==> src/rtl/stopwatch_pkg.sv <==
// Purpose: shared types and constants for the stopwatch control front end and core.
// Latency: n/a (declarations only).
// Backpressure: n/a.
package stopwatch_pkg;

    // Control FSM encoding; the raw value is also exported as a debug/LED field.
    typedef enum logic [1:0] {
        IDLE = 2'd0,
        RUN  = 2'd1,
        LAP  = 2'd2,
        HOLD = 2'd3
    } fsm_e;

    // Run/pause level as understood by the stopwatch core.
    localparam logic PAUSE   = 1'b0;
    localparam logic RUNNING = 1'b1;

    // 10 ms of stability at 50 MHz before a button level is believed.
    localparam int DEFAULT_DEBOUNCE_CYCLES = 500_000;

endpackage

==> src/rtl/btn_debounce.sv <==
// Purpose: condition one raw pushbutton: 2-flop sync, debounce, rising-edge pulse.
// Latency: input first sampled at edge 0 -> rise asserted after edge DEBOUNCE_CYCLES+2.
// Backpressure: none; the pulse is one clock wide and must be consumed when it occurs.
//
// Ports:
//   clk      in  system clock
//   reset    in  asynchronous active-low reset
//   btn_raw  in  raw button level, asynchronous to clk
//   rise     out one-clock pulse when the debounced level goes 0->1
module btn_debounce
    import stopwatch_pkg::*;
#(
    parameter int DEBOUNCE_CYCLES = DEFAULT_DEBOUNCE_CYCLES  // must be >= 2
) (
    input  logic clk,
    input  logic reset,
    input  logic btn_raw,
    output logic rise
);

    localparam int              CNT_W    = $clog2(DEBOUNCE_CYCLES + 1);
    localparam logic [CNT_W-1:0] CNT_LAST = CNT_W'(DEBOUNCE_CYCLES - 1);

    logic             sync1_q, sync1_d;
    logic             sync2_q, sync2_d;
    logic             level_q, level_d;
    logic             level_dly_q, level_dly_d;
    logic             rise_q, rise_d;
    logic [CNT_W-1:0] cnt_q, cnt_d;

    always_comb begin
        sync1_d     = btn_raw;
        sync2_d     = sync1_q;
        level_d     = level_q;
        cnt_d       = '0;
        level_dly_d = level_q;
        // Any clock where the synced input agrees with the accepted level
        // restarts the count, so only an unbroken run of disagreement wins.
        if (sync2_q != level_q) begin
            if (cnt_q == CNT_LAST) begin
                level_d = sync2_q;
            end else begin
                cnt_d = cnt_q + CNT_W'(1);
            end
        end
        // Edge taken from the registered level so the pulse lands one clock
        // after the level itself changes.
        rise_d = level_q & ~level_dly_q;
    end

    always_ff @(posedge clk or negedge reset) begin
        if (!reset) begin
            sync1_q     <= 1'b0;
            sync2_q     <= 1'b0;
            level_q     <= 1'b0;
            level_dly_q <= 1'b0;
            rise_q      <= 1'b0;
            cnt_q       <= '0;
        end else begin
            sync1_q     <= sync1_d;
            sync2_q     <= sync2_d;
            level_q     <= level_d;
            level_dly_q <= level_dly_d;
            rise_q      <= rise_d;
            cnt_q       <= cnt_d;
        end
    end

    assign rise = rise_q;

endmodule

==> src/rtl/stopwatch_btn_ctrl.sv <==
// Purpose: stopwatch button front end: two conditioned buttons drive a run/lap/hold FSM.
// Latency: button first sampled at edge 0 -> outputs update after edge DEBOUNCE_CYCLES+3.
// Backpressure: none; every button event is acted on in the clock it arrives.
//
// Ports:
//   clk        in  system clock
//   reset      in  asynchronous active-low reset
//   btn_start  in  raw start/stop button, active-high, asynchronous
//   btn_lap    in  raw lap/clear button, active-high, asynchronous
//   state      out 0 = pause, 1 = running (core run input)
//   lap_hold   out 1 = display frozen at the lap instant
//   clear      out one-clock pulse to zero the time counters
//   fsm_state  out current FSM encoding (debug/LED)
module stopwatch_btn_ctrl
    import stopwatch_pkg::*;
#(
    parameter int DEBOUNCE_CYCLES = DEFAULT_DEBOUNCE_CYCLES
) (
    input  logic       clk,
    input  logic       reset,
    input  logic       btn_start,
    input  logic       btn_lap,
    output logic       state,
    output logic       lap_hold,
    output logic       clear,
    output logic [1:0] fsm_state
);

    logic start_rise;
    logic lap_rise;

    btn_debounce #(.DEBOUNCE_CYCLES(DEBOUNCE_CYCLES)) u_deb_start (
        .clk     (clk),
        .reset   (reset),
        .btn_raw (btn_start),
        .rise    (start_rise)
    );

    btn_debounce #(.DEBOUNCE_CYCLES(DEBOUNCE_CYCLES)) u_deb_lap (
        .clk     (clk),
        .reset   (reset),
        .btn_raw (btn_lap),
        .rise    (lap_rise)
    );

    fsm_e fsm_q, fsm_d;
    logic state_q, state_d;
    logic lap_hold_q, lap_hold_d;
    logic clear_q, clear_d;

    // Start is tested first everywhere, so a lap event in the same clock is dropped.
    always_comb begin
        fsm_d   = fsm_q;
        clear_d = 1'b0;
        case (fsm_q)
            IDLE: begin
                if (start_rise) fsm_d = RUN;
            end
            RUN: begin
                if (start_rise)    fsm_d = HOLD;
                else if (lap_rise) fsm_d = LAP;
            end
            LAP: begin
                if (start_rise)    fsm_d = HOLD;
                else if (lap_rise) fsm_d = RUN;
            end
            HOLD: begin
                if (start_rise) begin
                    fsm_d = RUN;
                end else if (lap_rise) begin
                    fsm_d   = IDLE;
                    clear_d = 1'b1;
                end
            end
            default: fsm_d = IDLE;
        endcase
        // Outputs decoded from the next state so they change on the same edge as the FSM.
        state_d    = ((fsm_d == RUN) || (fsm_d == LAP)) ? RUNNING : PAUSE;
        lap_hold_d = (fsm_d == LAP);
    end

    always_ff @(posedge clk or negedge reset) begin
        if (!reset) begin
            fsm_q      <= IDLE;
            state_q    <= PAUSE;
            lap_hold_q <= 1'b0;
            clear_q    <= 1'b0;
        end else begin
            fsm_q      <= fsm_d;
            state_q    <= state_d;
            lap_hold_q <= lap_hold_d;
            clear_q    <= clear_d;
        end
    end

    assign state     = state_q;
    assign lap_hold  = lap_hold_q;
    assign clear     = clear_q;
    assign fsm_state = fsm_q;

endmodule

==> config.mk <==
export PLATFORM = sky130hd
export DESIGN_NAME = stopwatch_btn_ctrl
export DESIGN_NICKNAME = d
export VERILOG_FILES = /design/src/rtl/stopwatch_pkg.sv /design/src/rtl/btn_debounce.sv /design/src/rtl/stopwatch_btn_ctrl.sv
export SDC_FILE = /design/constraint.sdc
export NUM_CORES = 1
export LEC_CHECK = 0
export BUFFER_PORTS_ARGS = -buffer_cell sky130_fd_sc_hd__buf_4
export CAP_MARGIN = 20
export CORE_ASPECT_RATIO = 0.7
export CORE_MARGIN = 5
export CORE_UTILIZATION = 35
export CTS_CLUSTER_DIAMETER = 80
export DETAILED_ROUTE_END_ITERATION = 8
export GPL_TIMING_DRIVEN = 0
export SLEW_MARGIN = 20
export SYNTH_ARGS = -nofsm -noshare
export SYNTH_HDL_FRONTEND = slang
export SYNTH_SLANG_ARGS = --single-unit
==> constraint.sdc <==
create_clock -name clk -period 2.4 [get_ports clk]
set_input_delay 0.48 -clock clk [delete_from_list [all_inputs] [get_ports clk]]
set_output_delay 0.48 -clock clk [all_outputs]
set_load 0.05 [all_outputs]
==> results of run 1 <==
## Yosys cell counts (5+ instances only)
cell     number  area [µm²]
dfrtp_1      53        1330
nor2_1       35         131
xnor2_1      22         193
nand2_1      16        60.1
nand3_1      12        60.1
inv_1         9        33.8
nor3_1        8        40.0
a21oi_1       7        35.0
nand4_1       7        43.8
nor4_1        7        43.8
xor2_1        7        61.3
o21ai_0       6        30.0
or3_1         6        37.5
or4_1         5        37.5
## through the flow
stage | hold slack, ns | util, % | power, W | instance area, µm² | instances
floorplan | 0.184 | - | 0.000958 | 2440 | 234
global placement | 0.333 | 38.8 | 0.000989 | 2620 | 336
detailed placement | 0.336 | 38.8 | 0.000990 | 2620 | 336
CTS | 0.228 | 40.1 | 0.00149 | 2710 | 344
global route | 0.250 | 40.2 | 0.00153 | 2720 | 344
finish | 0.200 | 40.2 | 0.00146 | 2720 | 344
## area by class of cell
cell class | instances | area [µm²] | area share [%]
flip-flops and latches | 53 | 1330 | 48.8
well taps | 94 | 118 | 4.33
plain buffers | 4 | 20.0 | 0.737
clock buffers | 5 | 68.8 | 2.53
multi-input cells | 168 | 1070 | 39.4
inverters | 9 | 33.8 | 1.24
repair buffers | 8 | 60.1 | 2.21
clock inverters | 3 | 17.5 | 0.645
## timing repair
action / in CTS / in global routing
gates resized for setup: 0 / 1
endpoints found under the setup margin: 0 / 10
hold endpoints to repair: 0 / 0
hold buffers: 0 / 0
## layer usage
metal | GRT usage, % | share of wire, %
met1 | 17.2 | 57
met2 | 14.6 | 39
met3 | 2.91 | 3.3
met4 | 3.36 | 1.1
met5 | 0 | 0
## final timing paths
kind                                startpoint                    to  cells past startpoint
setup / recovery           u_deb_lap.cnt_q[12]   u_deb_lap.cnt_q[16]                      5
hold / removal                           reset  u_deb_start.cnt_q[6]                      1
setup reg to reg           u_deb_lap.cnt_q[12]   u_deb_lap.cnt_q[16]                      5
hold reg to reg            u_deb_start.sync1_q   u_deb_start.sync2_q                      0
max in group asynchronous                reset              lap_hold                      1
min in group clk                       btn_lap     u_deb_lap.sync1_q                      1
## logic make-up after synthesis
| group | share of synthesized area (%) |
|---|---|
| and+or+nand+nor | 24.7 |
| DFF | 54.3 |
| xor gates and xnor gates | 10.4 |
| AOI/OAI and AO/OA | 5.48 |
| buffers and inverters | 2.20 |
| muxes | 1.33 |
| adders and majority gates | 1.54 |
## critical path: cells and delay by family, from the launching register on
| family | cells | cell delay, ns |
|---|---|---|
| AOI/OAI and AO/OA | 1 | 0.25 |
| DFF | 1 | 0.45 |
| buffers and inverters | 1 | 0.23 |
| and+or+nand+nor | 3 | 1.13 |
## power groups by stage
| stage | Combinational [W] | Sequential, W | Clock (W) |
|---|---|---|---|
| 5_1_grt | 0.0000663 | 0.000917 | 0.000547 |
| 4_1_cts | 0.0000582 | 0.000914 | 0.000515 |
| 6_report | 0.0000560 | 0.000914 | 0.000488 |
| 3_3_place_gp | 0.0000573 | 0.000931 | 0 |
| 2_1_floorplan | 0.0000282 | 0.000929 | 0 |
| 3_5_place_dp | 0.0000577 | 0.000932 | 0 |
## cell usage in the layout (no fill, tap or decap), types with 8 or more instances in the layout
cell type   n
xnor2_1    22
nand3_1    12
buf_4       9
inv_1       9
nand2_1    16
nor3_1      8
nor2_1     35
dfrtp_1    53
==> summary.md, run 1 <==
| Metric | Value |
|---|---|
| Reg power frac | 62.7% |
| CP endpoint kind | register |
| Sinks on Clock Net | 53 |
| Syn Area/Cell | 10.4 µm² |
| Max Cap Violations | 0 |
| Top_reg_cell synth | dfrtp_1 |
| Final Setup Violations | 0 |
| # H-tree levels | 2 |
| WL final | 4.31 mm |
| CTS tree | built |
| Global route overflow | 0 |
| Post-Syn Instances | 234 |
| Die Span X | 110 µm |
| GR Util All Layers | 11.1% |
| Critical Path RT | 2.59 ns |
| Kind of critical path | register to register |
| Clk_lat worst skew | 0.30 ns |
| Vias | 1665 |
| # DRC | 0 |
| FP Rows | 25 |
| Vias per Instance | 4.84 |
| Fillers | 688 |
| Switching power | 0.000336 W |
| Port Buffers | 8 |
| Clk slew on worst S/H paths | 0.09 ns |
| Largest stage delay on the critical path | 0.55 ns |
| Worst clock skew | 0.00543 ns |
| Register bit total from synthesis | 53 |
| Sw Share | 23.0% |
| Hold WC Path Type | input port to asynchronous set/reset pin |
| Worst setup SP type | register |
| EDFF count, synth | 0 |
| Antenna violations before repair | 0 |
| RSZ-0062 raised after global routing | false |
| Status | complete, no violations |
| Post-synth ARST share | 100% |
| CP max stage cell | or4_4 |
| Core Region | 6760 µm² |
| Pre-CTS setup slack | 0.0720 ns |
| Total CTS buffers | 5 |
| Fmax | 460 MHz |
| Post-layout nets | 256 |
| Period Utilization, post-route | 90.6% |
| Post-synthesis cell area | 2440 µm² |
| Setup tns final | 0 ns |
| Antenna Violating Nets Remaining | 0 |
| Number of global-route vias before repair | 1591 |
| Placer Congestion | 0.799 |
| Post-DR wirelength/cell | 12.5 µm |
| Post-DP HPWL | 2.98 mm |
| Reg2Reg Setup Slack | 0.23 ns |
| I/O pin cnt | 9 |
| Final Hold Fails | 0 |
| Worst setup margin | 0.227 ns |
| Synth Net Count | 241 |
| Ratio of cells with drive above 1 in the final layout | 12.0% |
| Slew HR | 55.6% |
| Minimum clock period | 2.17 ns |
| Share of total power in combinational logic | 3.8% |
| Area Overhead vs Synth | 11.2% |
| Post-synthesis sequential area ratio | 54.3% |
| Setup bufs post-CTS | 0 |
| Worst-Margin Slew | 0.666 ns |
| Pwr dens | 537 nW/µm² |
| Power Internal | 0.00112 W |
| Die ar. | 8780 µm² |
| Crit path DAT | 2.37 ns |
| Pin count of the biggest net entering global routing | 54 |
| Worst Path Max Fanout | 10 |
| Initial drt markers | 78 |
| Antenna Cells | 0 |
| Final Max Slew Viols | 0 |
| First drt pass iteration count | 4 |
| Unique masters post-synth | 37 |
| Max IR drop VDD | 0.000229 V |
| First-pass GRT wire length | 7.68 mm |
| CTS max path bufs | 2 |
| Root Buffer | clkbuf_8 |
| Synthesis warning total | 0 |
| Initial Util | 36.1% |
| Clock power frac | 33.5% |
| Worst-path cell chain | or4_1 > or4_4 > o21bai_4 > buf_4 > nor2_1 |
| LEAKAGE | 1.11 nW |
| Chip height | 79.9 µm |
Note: power is estimated with default switching activity, not from simulation.
==> run 2, diff against run 1 <==
Settings changed: SYNTH_HIERARCHICAL from default to 1.
==> run 2 against run 1 <==
Cell area grew 2.0%. Clock skew barely moved. Flip-flop and latch count is the same. Maximum frequency grew 4.0%. Non-clock buffer count unchanged. Count of clock-buffer cells in the layout is 2 higher. Synthesized area up 2.0%. Critical endpoint is now u_deb_lap/cnt_q[16]. Highest routed layer unchanged.
==> summary.md, run 2 <==
| Metric | Value |
|---|---|
| Status | complete, no violations |
| Hold WC Path Type | input port to asynchronous set/reset pin |
| Buf+Inv Stages, Crit Path | 0 |
| Vias | 1648 |
| Pwr dens | 546 nW/µm² |
| Synth top area cells | dfrtp_1, xnor2_1, nor2_1, nand3_1, nor4_1 |
| Area Overhead vs Synth | 11.2% |
| GR Util All Layers | 11.0% |
| Post-DP HPWL | 3.05 mm |
| Crit path DAT | 2.31 ns |
| Fmax | 479 MHz |
| Register bit total from synthesis | 53 |
| Post-layout nets | 256 |
| LEAKAGE | 1.15 nW |
| Syn Area/Cell | 10.6 µm² |
| Post-synthesis sequential area ratio | 53.2% |
| Antenna Cells | 0 |
| Synthesis warning total | 6 |
| CTS max path bufs | 2 |
| Clk_lat worst skew | 0.29 ns |
| Setup tns final | 0 ns |
| Most frequent cell after synthesis | dfrtp_1 |
| Fillers | 667 |
| Most frequent cells in the layout | dfrtp_1, nor2_1, xnor2_1 |
| # H-tree levels | 2 |
| Die Span X | 111 µm |
| Post-Syn Instances | 234 |
| Worst clock skew | 0.00560 ns |
| Clock power frac | 35.5% |
| List of most frequent post-synthesis cells | dfrtp_1, nor2_1, xnor2_1 |
| Total CTS buffers | 5 |
| First-pass GRT wire length | 8.00 mm |
| Minimum clock period | 2.09 ns |
| Critical Path RT | 2.62 ns |
| Core Region | 6850 µm² |
| Unique masters post-synth | 30 |
| Commonest non-fill, non-tap cell in the layout | dfrtp_1 |
| Antenna Violating Nets Remaining | 0 |
| Reg power frac | 60.4% |
| Placer Congestion | 0.854 |
| Die ar. | 8930 µm² |
| Final Max Slew Viols | 0 |
| I/O pin cnt | 9 |
| Post-synth ARST share | 100% |
| Post-synth top area share | 53.2% |
| Largest stage delay on the critical path | 0.61 ns |
| Chip height | 80.6 µm |
| Sw Share | 21.7% |
| Global route overflow | 0 |
| Ratio of cells with drive above 1 in the final layout | 13.2% |
| Top_reg_cell synth | dfrtp_1 |
| Worst setup SP type | register |
| WL final | 4.39 mm |
| Pre-CTS setup slack | 0.339 ns |
| Root Buffer | clkbuf_8 |
| Number of global-route vias before repair | 1680 |
| Port Buffers | 8 |
| Switching power | 0.000328 W |
| CP max stage cell | or4_4 |
| Synth Net Count | 241 |
| Post-DR wirelength/cell | 12.8 µm |
| Max IR drop VDD | 0.000273 V |
| Number of buffers inserted by hold repair at cts | 0 |
| Initial Util | 36.4% |
| First drt pass iteration count | 4 |
| Post-synthesis cell area | 2490 µm² |
| Final Hold Fails | 0 |
| Setup bufs post-CTS | 0 |
| CP endpoint kind | register |
| Final Setup Violations | 0 |
| EDFF count, synth | 0 |
| Resized Gates After CTS | 0 |
| # DRC | 0 |
| Power Internal | 0.00118 W |
| FP Rows | 25 |
| Share of total power in combinational logic | 4.1% |
| Worst Path Max Fanout | 8 |
| CTS tree | built |
| Max Cap Violations | 0 |
| Worst-path cell chain | ha_1 > nand4_4 > or4_4 > or3_1 > a21oi_1 |
| Antenna violations before repair | 0 |
| Sinks on Clock Net | 53 |
| Initial drt markers | 83 |
| Vias per Instance | 4.79 |
| Pin count of the biggest net entering global routing | 54 |
| CP delay by family, top | simple AND/OR/NAND/NOR gates |
| Clk slew on worst S/H paths | 0.09 ns |
| Period Utilization, post-route | 87.0% |
| Worst setup margin | 0.311 ns |
| Slew HR | 55.8% |
| Worst-Margin Slew | 0.663 ns |
| Leading area contributor after synthesis | dfrtp_1 |
| RSZ-0062 raised after global routing | false |
| Kind of critical path | register to register |
==> run 2: cell count changes in the layout (fill, tap and decap cells not counted), moves of 3 or more <==
cell | before | now
nand2_1 | 16 | 10
or4_1 | 5 | 0
xnor2_1 | 22 | 27
nor2_1 | 35 | 39
inv_1 | 9 | 12
nor4_1 | 7 | 10
o31ai_1 | 3 | 0
xor2_1 | 7 | 4
==> run 2: cell families after synthesis <==
logic type                 count (synthesis)  synth area share (%)
adders and majority gates                  3                  1.51
and+or+nand+nor                          113                  25.0
DFF                                       53                  53.2
buffers and inverters                     16                  2.81
muxes                                      4                  1.71
AOI/OAI and AO/OA                         14                  4.82
xor gates and xnor gates                  31                  10.9
==> run 2: area by class of cell <==
| class | instances | area (µm²) | area share [%] |
|---|---|---|---|
| clock inverters | 1 | 5.00 | 0.181 |
| repair buffers | 8 | 60.1 | 2.17 |
| multi-input cells | 165 | 1090 | 39.5 |
| inverters | 12 | 45.0 | 1.63 |
| flip-flops and latches | 53 | 1330 | 47.9 |
| well taps | 94 | 118 | 4.25 |
| plain buffers | 4 | 25.0 | 0.903 |
| clock buffers | 7 | 96.3 | 3.48 |
==> run 2: through the flow <==
step	instance area (µm²)	power [W]	util, %	hold WS [ns]	std cells
CTS	2770	0.00154	40.4	0.234	344
detailed placement	2670	0.000995	39.0	0.337	336
finish	2770	0.00151	40.4	0.202	344
floorplan	2490	0.000963	-	0.184	234
global placement	2670	0.000994	39.0	0.333	336
global route	2770	0.00160	40.4	0.258	344
==> run 2: worst paths after layout <==
check	startpoint	to	slack, ns	cells after the start
worst max-delay path	u_deb_lap/cnt_q[0]	u_deb_lap/cnt_q[16]	0.31	5
worst min-delay path	reset	u_deb_lap/cnt_q[2]	0.20	1
worst max register to register	u_deb_lap/cnt_q[0]	u_deb_lap/cnt_q[16]	0.31	5
worst min register to register	u_deb_start/sync1_q	u_deb_start/sync2_q	0.35	0
max in group asynchronous	reset	fsm_state[0]	1.75	1
min in group clk	btn_lap	u_deb_lap/sync1_q	0.29	1
==> run 2: metal layers <==
metal | up-vias | GRT usage (%) | wire length [µm] | share of wire, %
met1 | 786 | 15.8 | 2360 | 54
met2 | 23 | 16.3 | 1870 | 43
met5 | - | 0 | 0 | 0
met3 | 2 | 2.64 | 131 | 3.0
li1 | 837 | - | - | -
met4 | 0 | 3.32 | 34 | 0.78
==> run 2: power by group through the flow <==
stage,Clock (W),Sequential [W],Combinational [W]
2_1_floorplan,0,0.000929,0.0000341
3_3_place_gp,0,0.000931,0.0000634
3_5_place_dp,0,0.000931,0.0000644
4_1_cts,0.000565,0.000913,0.0000647
5_1_grt,0.000609,0.000916,0.0000722
6_report,0.000537,0.000913,0.0000617
